===== config.mk =====
export PLATFORM = sky130hd
export DESIGN_NAME = regfile_debug_master_flat
export DESIGN_NICKNAME = d
export VERILOG_FILES = /design/src/rtl/regfile_debug_master_pkg.sv /design/src/rtl/regfile_debug_master_if.sv /design/src/rtl/regfile_debug_master_dbg_halt_timer.sv /design/src/rtl/regfile_debug_master.sv /design/src/flat_wrapper.sv
export SDC_FILE = /design/constraint.sdc
export NUM_CORES = 1
export LEC_CHECK = 0
export BUFFER_PORTS_ARGS = -buffer_cell sky130_fd_sc_hd__buf_2
export CAP_MARGIN = 20
export CORE_ASPECT_RATIO = 1.75
export CORE_MARGIN = 2
export CORE_UTILIZATION = 54
export DETAILED_ROUTE_END_ITERATION = 10
export GPL_TIMING_DRIVEN = 0
export HOLD_SLACK_MARGIN = 0.08
export PLACE_DENSITY = 0.79
export SLEW_MARGIN = 10
export SYNTH_ARGS = -nofsm -noshare
export SYNTH_HDL_FRONTEND = slang
export SYNTH_SLANG_ARGS = --single-unit

===== constraint.sdc =====
create_clock -name clk -period 1.8 [get_ports clk]
set_input_delay 0.18 -clock clk [delete_from_list [all_inputs] [get_ports clk]]
set_output_delay 0.18 -clock clk [all_outputs]
set_load 0.02 [all_outputs]

===== src/rtl/regfile_debug_master_pkg.sv =====
// Shared definitions for the register-file debug master.
// Holds the regfile write-command encodings, special file addresses,
// debug FSM state encodings and the latched command record.
package regfile_debug_master_pkg;

    localparam int DBG_CMD_WIDTH = 7;

    // Regfile writeCommand encodings.
    localparam logic [2:0] RF_WR________NOP = 3'd0;  // no write
    localparam logic [2:0] RF_WR________FSR = 3'd1;  // write FSR directly
    localparam logic [2:0] RF_WR_FSR____IND = 3'd2;  // write fileAddr (INDF resolves through FSR)

    // Special file addresses.
    localparam logic [4:0] ADDR_INDF  = 5'h00;
    localparam logic [4:0] ADDR_TMR0  = 5'h01;
    localparam logic [4:0] ADDR_PCL   = 5'h02;
    localparam logic [4:0] ADDR_FSR   = 5'h04;
    localparam logic [4:0] ADDR_PORTC = 5'h07;

    typedef enum logic [2:0] {
        DBG_ST_IDLE      = 3'd0,
        DBG_ST_WAIT_HALT = 3'd1,
        DBG_ST_SAVE      = 3'd2,
        DBG_ST_SETBANK   = 3'd3,
        DBG_ST_ACCESS    = 3'd4,
        DBG_ST_RESTORE   = 3'd5,
        DBG_ST_RESPOND   = 3'd6
    } dbg_state_e;

    typedef struct packed {
        logic       write;
        logic [1:0] bank;
        logic [4:0] file_addr;
        logic [7:0] data;
    } dbg_cmd_t;

    // Only the upper half of the file space (0x10-0x1F) is banked by FSR[6:5].
    function automatic logic is_banked(input logic [4:0] file_addr);
        return file_addr[4];
    endfunction

endpackage


===== src/rtl/regfile_debug_master_if.sv =====
// Bundle of the debug command/response link, halt handshake and regfile port.
// master: the debug master block; slave: its environment (debug front end,
// core halt logic and register file).
interface regfile_debug_master_if;
    import regfile_debug_master_pkg::*;

    logic                     cmdValid;
    logic                     cmdReady;
    logic                     cmdWrite;
    logic [DBG_CMD_WIDTH-1:0] cmdAddr;
    logic [7:0]               cmdData;
    logic                     rspValid;
    logic                     rspReady;
    logic [7:0]               rspData;
    logic                     rspErr;
    logic                     haltReq;
    logic                     haltAck;
    logic [2:0]               rfWriteCmd;
    logic [4:0]               rfFileAddr;
    logic [7:0]               rfWriteData;
    logic [7:0]               rfFsrIn;
    logic [7:0]               rfRegfileIn;

    modport master (
        input  cmdValid, cmdWrite, cmdAddr, cmdData, rspReady, haltAck, rfFsrIn, rfRegfileIn,
        output cmdReady, rspValid, rspData, rspErr, haltReq, rfWriteCmd, rfFileAddr, rfWriteData
    );

    modport slave (
        output cmdValid, cmdWrite, cmdAddr, cmdData, rspReady, haltAck, rfFsrIn, rfRegfileIn,
        input  cmdReady, rspValid, rspData, rspErr, haltReq, rfWriteCmd, rfFileAddr, rfWriteData
    );
endinterface


===== src/rtl/regfile_debug_master_dbg_halt_timer.sv =====
// Purpose: counts cycles spent waiting for haltAck; expire flags the last allowed cycle.
// Latency: expire is decoded from the count register (no input-to-output path).
// Backpressure: none; counting saturates at expiry until cleared.
// Ports: clk, rst (sync, active-low), clear, enable, expire.
module dbg_halt_timer #(
    parameter int WIDTH = 7,
    parameter int LIMIT = 64
) (
    input  logic clk,
    input  logic rst,
    input  logic clear,
    input  logic enable,
    output logic expire
);
    logic [WIDTH-1:0] count;

    assign expire = (count == WIDTH'(LIMIT - 1));

    always_ff @(posedge clk) begin
        if (!rst) begin
            count <= '0;
        end else if (clear) begin
            count <= '0;
        end else if (enable && !expire) begin
            count <= count + 1'b1;
        end
    end
endmodule


===== src/rtl/regfile_debug_master.sv =====
// Purpose: replays single debug read/write commands onto the regfile port while the core is halted.
// Latency: response 4 cycles after accept with haltAck already high, 6 when an FSR bank switch is needed.
// Backpressure: one command in flight; cmdReady only in IDLE, response held until rspReady.
// Ports: clk, rst (sync, active-low), bus (master modport: cmd/rsp link, halt handshake, regfile port).
module regfile_debug_master
    import regfile_debug_master_pkg::*;
#(
    parameter int HALT_TIMEOUT = 64,
    parameter int TMR_WIDTH    = 7
) (
    input  logic                   clk,
    input  logic                   rst,
    regfile_debug_master_if.master bus
);
    dbg_state_e state;
    dbg_cmd_t   cmd;
    logic       need_bank;
    logic [7:0] saved_fsr;

    logic       cmd_ready;
    logic       rsp_valid;
    logic [7:0] rsp_data;
    logic       rsp_err;
    logic       halt_req;
    logic [2:0] rf_write_cmd;
    logic [4:0] rf_file_addr;
    logic [7:0] rf_write_data;

    logic       accept;
    logic       timer_en;
    logic       timer_expire;
    logic [2:0] access_cmd;

    assign accept     = (state == DBG_ST_IDLE) && cmd_ready && bus.cmdValid;
    assign timer_en   = (state == DBG_ST_WAIT_HALT) && !bus.haltAck;
    assign access_cmd = cmd.write ? RF_WR_FSR____IND : RF_WR________NOP;

    dbg_halt_timer #(
        .WIDTH (TMR_WIDTH),
        .LIMIT (HALT_TIMEOUT)
    ) u_halt_timer (
        .clk    (clk),
        .rst    (rst),
        .clear  (accept),
        .enable (timer_en),
        .expire (timer_expire)
    );

    always_ff @(posedge clk) begin
        if (!rst) begin
            state         <= DBG_ST_IDLE;
            cmd           <= '0;
            need_bank     <= 1'b0;
            saved_fsr     <= 8'h00;
            cmd_ready     <= 1'b1;
            rsp_valid     <= 1'b0;
            rsp_data      <= 8'h00;
            rsp_err       <= 1'b0;
            halt_req      <= 1'b0;
            rf_write_cmd  <= RF_WR________NOP;
            rf_file_addr  <= 5'h00;
            rf_write_data <= 8'h00;
        end else begin
            case (state)
                DBG_ST_IDLE: begin
                    if (accept) begin
                        cmd <= '{write: bus.cmdWrite, bank: bus.cmdAddr[6:5],
                                 file_addr: bus.cmdAddr[4:0], data: bus.cmdData};
                        cmd_ready <= 1'b0;
                        halt_req  <= 1'b1;
                        rsp_data  <= 8'h00;
                        rsp_err   <= 1'b0;
                        state     <= DBG_ST_WAIT_HALT;
                    end
                end
                DBG_ST_WAIT_HALT: begin
                    if (bus.haltAck) begin
                        state <= DBG_ST_SAVE;
                    end else if (timer_expire) begin
                        rsp_err   <= 1'b1;
                        rsp_valid <= 1'b1;
                        state     <= DBG_ST_RESPOND;
                    end
                end
                DBG_ST_SAVE: begin
                    saved_fsr <= bus.rfFsrIn;
                    // Live FSR is used here because saved_fsr only updates at this edge.
                    if (is_banked(cmd.file_addr) && (cmd.bank != bus.rfFsrIn[6:5])) begin
                        need_bank     <= 1'b1;
                        rf_write_cmd  <= RF_WR________FSR;
                        rf_write_data <= {bus.rfFsrIn[7], cmd.bank, bus.rfFsrIn[4:0]};
                        state         <= DBG_ST_SETBANK;
                    end else begin
                        need_bank     <= 1'b0;
                        rf_file_addr  <= cmd.file_addr;
                        rf_write_cmd  <= access_cmd;
                        rf_write_data <= cmd.data;
                        state         <= DBG_ST_ACCESS;
                    end
                end
                DBG_ST_SETBANK: begin
                    rf_file_addr  <= cmd.file_addr;
                    rf_write_cmd  <= access_cmd;
                    rf_write_data <= cmd.data;
                    state         <= DBG_ST_ACCESS;
                end
                DBG_ST_ACCESS: begin
                    if (!cmd.write) begin
                        rsp_data <= bus.rfRegfileIn;
                    end
                    // A debug write to FSR becomes the value to keep. Banked accesses never
                    // target FSR, so RESTORE below can safely use the pre-access saved_fsr.
                    if (cmd.write && (cmd.file_addr == ADDR_FSR)) begin
                        saved_fsr <= cmd.data;
                    end
                    if (need_bank) begin
                        rf_write_cmd  <= RF_WR________FSR;
                        rf_write_data <= saved_fsr;
                        state         <= DBG_ST_RESTORE;
                    end else begin
                        rf_write_cmd <= RF_WR________NOP;
                        rsp_valid    <= 1'b1;
                        state        <= DBG_ST_RESPOND;
                    end
                end
                DBG_ST_RESTORE: begin
                    rf_write_cmd <= RF_WR________NOP;
                    rsp_valid    <= 1'b1;
                    state        <= DBG_ST_RESPOND;
                end
                DBG_ST_RESPOND: begin
                    if (bus.rspReady) begin
                        rsp_valid <= 1'b0;
                        rsp_err   <= 1'b0;
                        halt_req  <= 1'b0;
                        cmd_ready <= 1'b1;
                        state     <= DBG_ST_IDLE;
                    end
                end
                default: begin
                    state <= DBG_ST_IDLE;
                end
            endcase
        end
    end

    assign bus.cmdReady    = cmd_ready;
    assign bus.rspValid    = rsp_valid;
    assign bus.rspData     = rsp_data;
    assign bus.rspErr      = rsp_err;
    assign bus.haltReq     = halt_req;
    assign bus.rfWriteCmd  = rf_write_cmd;
    assign bus.rfFileAddr  = rf_file_addr;
    assign bus.rfWriteData = rf_write_data;
endmodule


===== src/flat_wrapper.sv =====
// flat-port wrapper written by rule: the top's interface ports become plain ports
module regfile_debug_master_flat import regfile_debug_master_pkg::*;
#(
    parameter int HALT_TIMEOUT = 64,
    parameter int TMR_WIDTH    = 7
)
  (clk, rst, bus_cmdValid, bus_cmdWrite, bus_cmdAddr, bus_cmdData, bus_rspReady, bus_haltAck, bus_rfFsrIn, bus_rfRegfileIn, bus_cmdReady, bus_rspValid, bus_rspData, bus_rspErr, bus_haltReq, bus_rfWriteCmd, bus_rfFileAddr, bus_rfWriteData);
  regfile_debug_master_if bus_i ();
  input  logic clk;
  input  logic rst;
  input wire logic [$bits(bus_i.cmdValid)-1:0] bus_cmdValid;
  input wire logic [$bits(bus_i.cmdWrite)-1:0] bus_cmdWrite;
  input wire logic [$bits(bus_i.cmdAddr)-1:0] bus_cmdAddr;
  input wire logic [$bits(bus_i.cmdData)-1:0] bus_cmdData;
  input wire logic [$bits(bus_i.rspReady)-1:0] bus_rspReady;
  input wire logic [$bits(bus_i.haltAck)-1:0] bus_haltAck;
  input wire logic [$bits(bus_i.rfFsrIn)-1:0] bus_rfFsrIn;
  input wire logic [$bits(bus_i.rfRegfileIn)-1:0] bus_rfRegfileIn;
  output wire logic [$bits(bus_i.cmdReady)-1:0] bus_cmdReady;
  output wire logic [$bits(bus_i.rspValid)-1:0] bus_rspValid;
  output wire logic [$bits(bus_i.rspData)-1:0] bus_rspData;
  output wire logic [$bits(bus_i.rspErr)-1:0] bus_rspErr;
  output wire logic [$bits(bus_i.haltReq)-1:0] bus_haltReq;
  output wire logic [$bits(bus_i.rfWriteCmd)-1:0] bus_rfWriteCmd;
  output wire logic [$bits(bus_i.rfFileAddr)-1:0] bus_rfFileAddr;
  output wire logic [$bits(bus_i.rfWriteData)-1:0] bus_rfWriteData;
  assign bus_i.cmdValid = bus_cmdValid;
  assign bus_i.cmdWrite = bus_cmdWrite;
  assign bus_i.cmdAddr = bus_cmdAddr;
  assign bus_i.cmdData = bus_cmdData;
  assign bus_i.rspReady = bus_rspReady;
  assign bus_i.haltAck = bus_haltAck;
  assign bus_i.rfFsrIn = bus_rfFsrIn;
  assign bus_i.rfRegfileIn = bus_rfRegfileIn;
  assign bus_cmdReady = bus_i.cmdReady;
  assign bus_rspValid = bus_i.rspValid;
  assign bus_rspData = bus_i.rspData;
  assign bus_rspErr = bus_i.rspErr;
  assign bus_haltReq = bus_i.haltReq;
  assign bus_rfWriteCmd = bus_i.rfWriteCmd;
  assign bus_rfFileAddr = bus_i.rfFileAddr;
  assign bus_rfWriteData = bus_i.rfWriteData;
  regfile_debug_master #(.HALT_TIMEOUT(HALT_TIMEOUT), .TMR_WIDTH(TMR_WIDTH)) u_core (.clk(clk), .rst(rst), .bus(bus_i));
endmodule

Yosys cells after proc, flatten, opt, wreduce, memory -nomap -nowiden
Cells that the tools add are included.
{"block": "classes", "n_mux": 33, "reduce_logical": 27, "add_sub_neg": 1, "n_bitwise": 1, "eq_ne": 19}
{"operator": "8-bit two-way mux", "n": 5}
{"operator": "8-bit case mux with 2 select lines", "n": 2}
{"operator": "8-bit case mux with 3 select lines", "n": 1}
{"operator": "3-bit case mux with 7 select lines", "n": 1}
{"operator": "3-bit two-way mux", "n": 6}
{"operator": "2-bit != test (second input constant)", "n": 6}
{"operator": "3-bit case mux with 4 select lines", "n": 1}
{"operator": "5-bit case mux with 2 select lines", "n": 1}
{"operator": "5-bit AND reduction", "n": 2}
{"operator": "3-bit equality test (second input constant)", "n": 3}
{"operator": "1-bit two-way mux", "n": 9}
{"operator": "3-bit AND reduction", "n": 3}
{"operator": "2-bit AND reduction", "n": 4}
{"operator": "2-bit nonzero test", "n": 4}
{"operator": "4-bit nonzero test", "n": 2}
{"operator": "7-bit by 1-bit adder with 7-bit output (second input constant)", "n": 1}
{"operator": "7-bit by 6-bit equality test with 1-bit output (second input constant)", "n": 1}
{"operator": "3-bit by 2-bit equality test with 1-bit output (second input constant)", "n": 2}
{"operator": "1-bit logical AND", "n": 6}
{"operator": "2-bit by 1-bit != test with 1-bit output (second input constant)", "n": 3}
{"operator": "3-bit nonzero test", "n": 2}
{"operator": "5-bit by 3-bit equality test with 1-bit output (second input constant)", "n": 1}
{"operator": "5-bit two-way mux", "n": 1}
{"operator": "2-bit two-way mux", "n": 2}
{"operator": "10 further kinds", "n": 12}
{"block": "totals", "register_bits": 63, "inputBits": 37, "elab_cells": 97, "out_inout_bits": 28}

Logic depth before layout (Yosys ltp)
{"block": "depth", "ltp_word": 5, "mapped_depth": 7}

Modules after synthesis
Synthesis repeated with hierarchy kept, for this count alone.
{"block": "hier_totals", "hier_cells": 344, "area_unflattened_um2": 3110.5}
{"module": "regfile_debug_master", "instances": 1, "area_per_inst_um2": 2767.7, "cells_per_inst": 307}
{"module": "dbg_halt_timer", "instances": 1, "area_per_inst_um2": 342.8, "cells_per_inst": 37}

Least setup slack after synthesis
No wires, ideal clock.
{"block": "synth_timing", "path_type": "register to register", "start": "register u_core.state[1]", "end": "register u_core.u_halt_timer.count[5]", "setup_ns": 0.071, "required_time_ns": 1.729, "stages_incl_launch_ff": 6, "setup_slack_ns": 0.193, "t_arrival_ns": 1.536, "cell_sequence": "dfxtp_1 -> buf_6 -> nor4b_4 -> o21ai_2 -> or4_1 -> a21oi_1"}
{"block": "synth_via", "elab_chain_cells": 4, "elab_cells_between_ends": 7}
{"item": "start, declared", "line_no": "regfile_debug_master.sv:15", "source": "dbg_state_e state;"}
{"item": "start signal, assigned", "line_no": "regfile_debug_master.sv:51", "source": "state <= DBG_ST_IDLE;"}
{"item": "start signal, assigned", "line_no": "regfile_debug_master.sv:73", "source": "state <= DBG_ST_WAIT_HALT;"}
{"item": "start signal, assigned", "line_no": "regfile_debug_master.sv:78", "source": "state <= DBG_ST_SAVE;"}
{"item": "3-bit logical NOT", "line_no": "regfile_debug_master.sv:34", "source": "assign accept = (state == DBG_ST_IDLE) && cmd_ready && bus.cmdValid;"}
{"item": "1-bit logical AND (2 in series)", "line_no": "regfile_debug_master.sv:34"}
{"item": "2-bit OR reduction (no line)"}
{"item": "end signal, assigned", "line_no": "regfile_debug_master_dbg_halt_timer.sv:25", "source": "count <= count + 1'b1;"}
{"item": "end, declared", "line_no": "regfile_debug_master_dbg_halt_timer.sv:15", "source": "logic [WIDTH-1:0] count;"}
Parallel ways exist; a longest one is shown, timed or not.
A chain may end at the register's enable or synchronous reset.

Final worst setup path
{"block": "layout_timing", "start": "register u_core.state[0]", "end": "register u_core.saved_fsr[1]"}
{"block": "layout_via", "elab_chain_cells": 3, "elab_cells_between_ends": 6}
{"item": "3-bit equality test or 3-bit by 2-bit equality test with 1-bit output (tied branches)", "line_no": "regfile_debug_master.sv:64", "source": "case (state)"}
{"item": "2-bit by 1-bit != test with 1-bit output (no line) or 2-bit nonzero test (tied branches)"}
{"item": "2-bit AND reduction (no line)"}
{"item": "end signal, assigned", "line_no": "regfile_debug_master.sv:86", "source": "saved_fsr <= bus.rfFsrIn;"}
{"item": "end signal, assigned", "line_no": "regfile_debug_master.sv:114", "source": "saved_fsr <= cmd.data;"}
{"item": "end, declared", "line_no": "regfile_debug_master.sv:18", "source": "logic [7:0] saved_fsr;"}
Parallel ways exist; a longest one is shown, timed or not.

==> metrics.md <==
| Metric | Value |
|---|---|
| Run status | finished, violations left |
| Violated checks | negative setup slack |
| Yosys Warn Count | 0 |
| Starting Density | around 56% |
| Vias in the first global route | 2938 |
| Slew Limit Fails | 0 |
| Synth top area cells | dfxtp_1, nand2_1, a21oi_1 |
| Hold Crit Class | in -> reg |
| Clock latency on the worst-skew pair | 0.35 ns |
| Crit path max-delay cell type | clkbuf_1 |
| Post-route ant nets | 0 |
| Post-synth EDFFs | 0 |
| Synthesized instance count | 343 |
| TritonCTS clock tree | done |
| Crit Path Class | reg -> reg |
| Post-synth top flop | dfxtp_1 |
| Clock sink count | 62 |
| Final Cycle Share | 103% |
| Crit path cell chain | clkbuf_2, clkinv_2, clkbuf_1, a21oi_1, a311oi_1 |
| CTS buffer count | 9 |
| Slowest stage delay, CP | 0.43 ns |
| Num ports | 65 |
| Minimum clock period | around 1.8 ns |
| Area growth syn-to-layout | 31.5% |
| Hold Fails Final Rpt | 0 |
| Crit end category | flop |
| Crit path max fanout | 10 |
| Synthesized area | 2920 µm² |
| WP data arrival | 2.08 ns |
| CP required | 2.04 ns |
| Delay-heaviest family, CP | buffers and inverters |
| Yosys cell types | 53 |
| DR DRC count | 0 |
| Maximum VDD drop | 0.733 mV |
| Top cell type's share of synthesized area | 42.4% |
| Final design instance area without fill | between 3000 and 4000 µm² |
| Setup WS pre-CTS | -0.150 ns |
| Sequential-to-total area share from yosys stat | 42.4% |
| Initial antenna violation count | 0 |
| First-pass GRT wire length | 14200 µm |
| DR vias/cell | a little over 6 |
| Vert. Die Dim | 101 µm |
| Max Clk Rate | 542 MHz |
| Core region area | 5260 µm² |
| Share of layout cells above drive strength 1 | 28.8% |
| Total track usage | 31.7% |
| Layout Skew | 0.00580 ns |
| Startpoint Class | flop |
| Antenna cells | 0 |
| Port bufs | between 60 and 70 |
| Final-report setup violation count | 1 |
| Reg2reg start | u_core.state[0] |
| CP Capture Point | u_core.saved_fsr[1] |
| Root Driver | clkbuf_8 |
| Total iterations of the first detailed-routing run | 6 |
| Power Dens Cells | 1240 nW/µm² |
| Iter 0 DRT Violations | 310 |
| Reg-to-Reg End | u_core.saved_fsr[1] |
| Synth Area per Inst | roughly 8.5 µm² |
| Reg2reg path depth | 5 |
| Max Cap Viol | 0 |
| CP Launch Point | u_core.state[0] |
| Measured slew at the worst slew-check pin | roughly 0.6 ns |
| CP bufs+invs | 3 |
| Largest net degree at the start of global routing | 12 |
| Die W | 59.6 µm |
| Max H-tree Level | 3 |
| GRT Residual Overflow | 0 |
| Normalized max-slew margin | 60.4% |
| Placer Congestion | 0.874 |
| DP HPWL | around 6000 µm |
| Cell Area, Placed | around 3300 µm² |
| Critical path depth in cells | 5 |
| Die ar. | around 6000 µm² |
| Fin worst setup slack | -0.0455 ns |
| Total wire length | 9330 µm |
| Power, Total | 0.00475 W |
| Vias | 3160 |
| Row count | 35 |
| Final core occ | 73.2% |
| Yosys reg bits | 62 |
| CTS max path bufs | 2 |
| Fraction of registers with async set/reset | 0% |
| Largest area contributor in the netlist | dfxtp_1 |
| Mapped Nets | between 300 and 400 |
| Average wire per standard cell | 18.4 µm |
| Clock-pin transition on the worst setup and hold timing paths | 0.07 ns |
| Nets@finish | 485 |
| Reg2reg setup slack | -0.05 ns |
| Leakage | 1.54 nW |
| Count leader, synth | nand2_1 |
| Synth top cells by count | nand2_1, dfxtp_1, a21oi_1 |
worst min path at each step:
stage	start	end	slack [ns]	cells past startpoint
floorplan	bus_cmdAddr[0]	u_core.cmd[8]	0.32	2
global placement	bus_cmdData[1]	u_core.cmd[1]	0.42	3
detailed placement	bus_cmdData[0]	u_core.cmd[0]	0.43	3
CTS	bus_rfFsrIn[3]	u_core.bus.rfWriteData[3]	0.13	3
global route	bus_rfFsrIn[3]	u_core.bus.rfWriteData[3]	0.15	3
finish	bus_rfFsrIn[3]	u_core.bus.rfWriteData[3]	0.15	3
worst register-to-register path: cells and delay by family, from the launching register on:
kind	cells	cell delay (ns)
buffers and inverters	3	0.85
DFF	1	0.36
AOI/OAI and AO/OA	2	0.52
metrics by stage:
stage	setup TNS (ns)	cells	hold WS (ns)
3_3_place_gp	-1.37	460	0.423
6_report	-0.0455	507	0.151
3_5_place_dp	-2.22	460	0.429
2_1_floorplan	0	343	0.316
4_1_cts	0	501	0.133
5_1_grt	-0.185	507	0.148
cell usage in the layout, fill, tap and decap left out, drive strengths merged, types with 3 or more instances in the layout:
cell type,n
nor3,3
buf,81
o21ai,9
xnor2,3
nor2,9
clkbuf,22
mux2i,14
or2,9
nand3,14
dlygate4sd3,24
clkinv,6
a31oi,9
a311oi,8
o211ai,3
o221ai,8
nor2b,3
and3,4
nand2,68
dfxtp,62
a21oi,49
o221a,8
nand2b,3
state kept, by name, indices dropped and copies added (netlist names):
signal and flops:
u_core.bus.cmdReady 1, u_core.bus.haltReq 1, u_core.bus.rfFileAddr 5, u_core.bus.rfWriteCmd 2
u_core.bus.rfWriteData 8, u_core.bus.rspData 8, u_core.bus.rspErr 1, u_core.bus.rspValid 1
u_core.cmd 16, u_core.need_bank 1, u_core.saved_fsr 8, u_core.state 3
u_core.u_halt_timer.count 7
report_power, final:
part	switching [W]	internal [W]	total, W
Combinational	0.00106	0.000737	0.00179
Clock	0.000560	0.000636	0.00120
Sequential	0.000192	0.00157	0.00176
cell families (layout without fill, tap and decap cells):
logic type / after synthesis / count (layout) / share of synthesized area [%]
AO/OA/AOI/OAI: 107 / 107 / 25.2
XOR/XNOR: 5 / 5 / 1.50
adder cells (fa/ha/maj): 1 / 1 / 0.428
buffers and inverters: 27 / 136 / 4.49
flip-flops: 62 / 62 / 42.4
multiplexers: 14 / 14 / 4.79
other: 1 / 1 / 0.128
AND/OR/NAND/NOR: 126 / 126 / 21.0
metal layers:
layer | up-vias | share of wire (%) | track usage [%]
li1 | 1461 | - | -
met1 | 1483 | 36 | 34.2
met2 | 175 | 53 | 56.6
met3 | 41 | 6.4 | 7.15
met4 | 0 | 4.2 | 15.0
met5 | - | 0 | 0
final cells by class:
| class | count | area, µm² |
|---|---|---|
| Sequential cell | 62 | 1240 |
| Clock buffer | 10 | 128 |
| Buffer | 23 | 125 |
| Tap cell | 55 | 68.8 |
| Timing Repair Buffer | 94 | 623 |
| Clock inverter | 6 | 62.6 |
| Fill cell | 390 | 1410 |
| Multi-Input combinational cell | 254 | 1580 |
| Inverter | 3 | 12.5 |
what timing repair did:
| action | in CTS | in global routing |
|---|---|---|
| endpoints found under the setup margin | 23 | 28 |
| pin swaps | 1 | 3 |
| buffers inserted | 1 | 7 |
| hold endpoints to repair | 24 | 0 |
| gates resized for setup | 8 | 7 |
| hold buffers | 24 | 0 |
No activity file was read; power rests on OpenSTA's default activity.
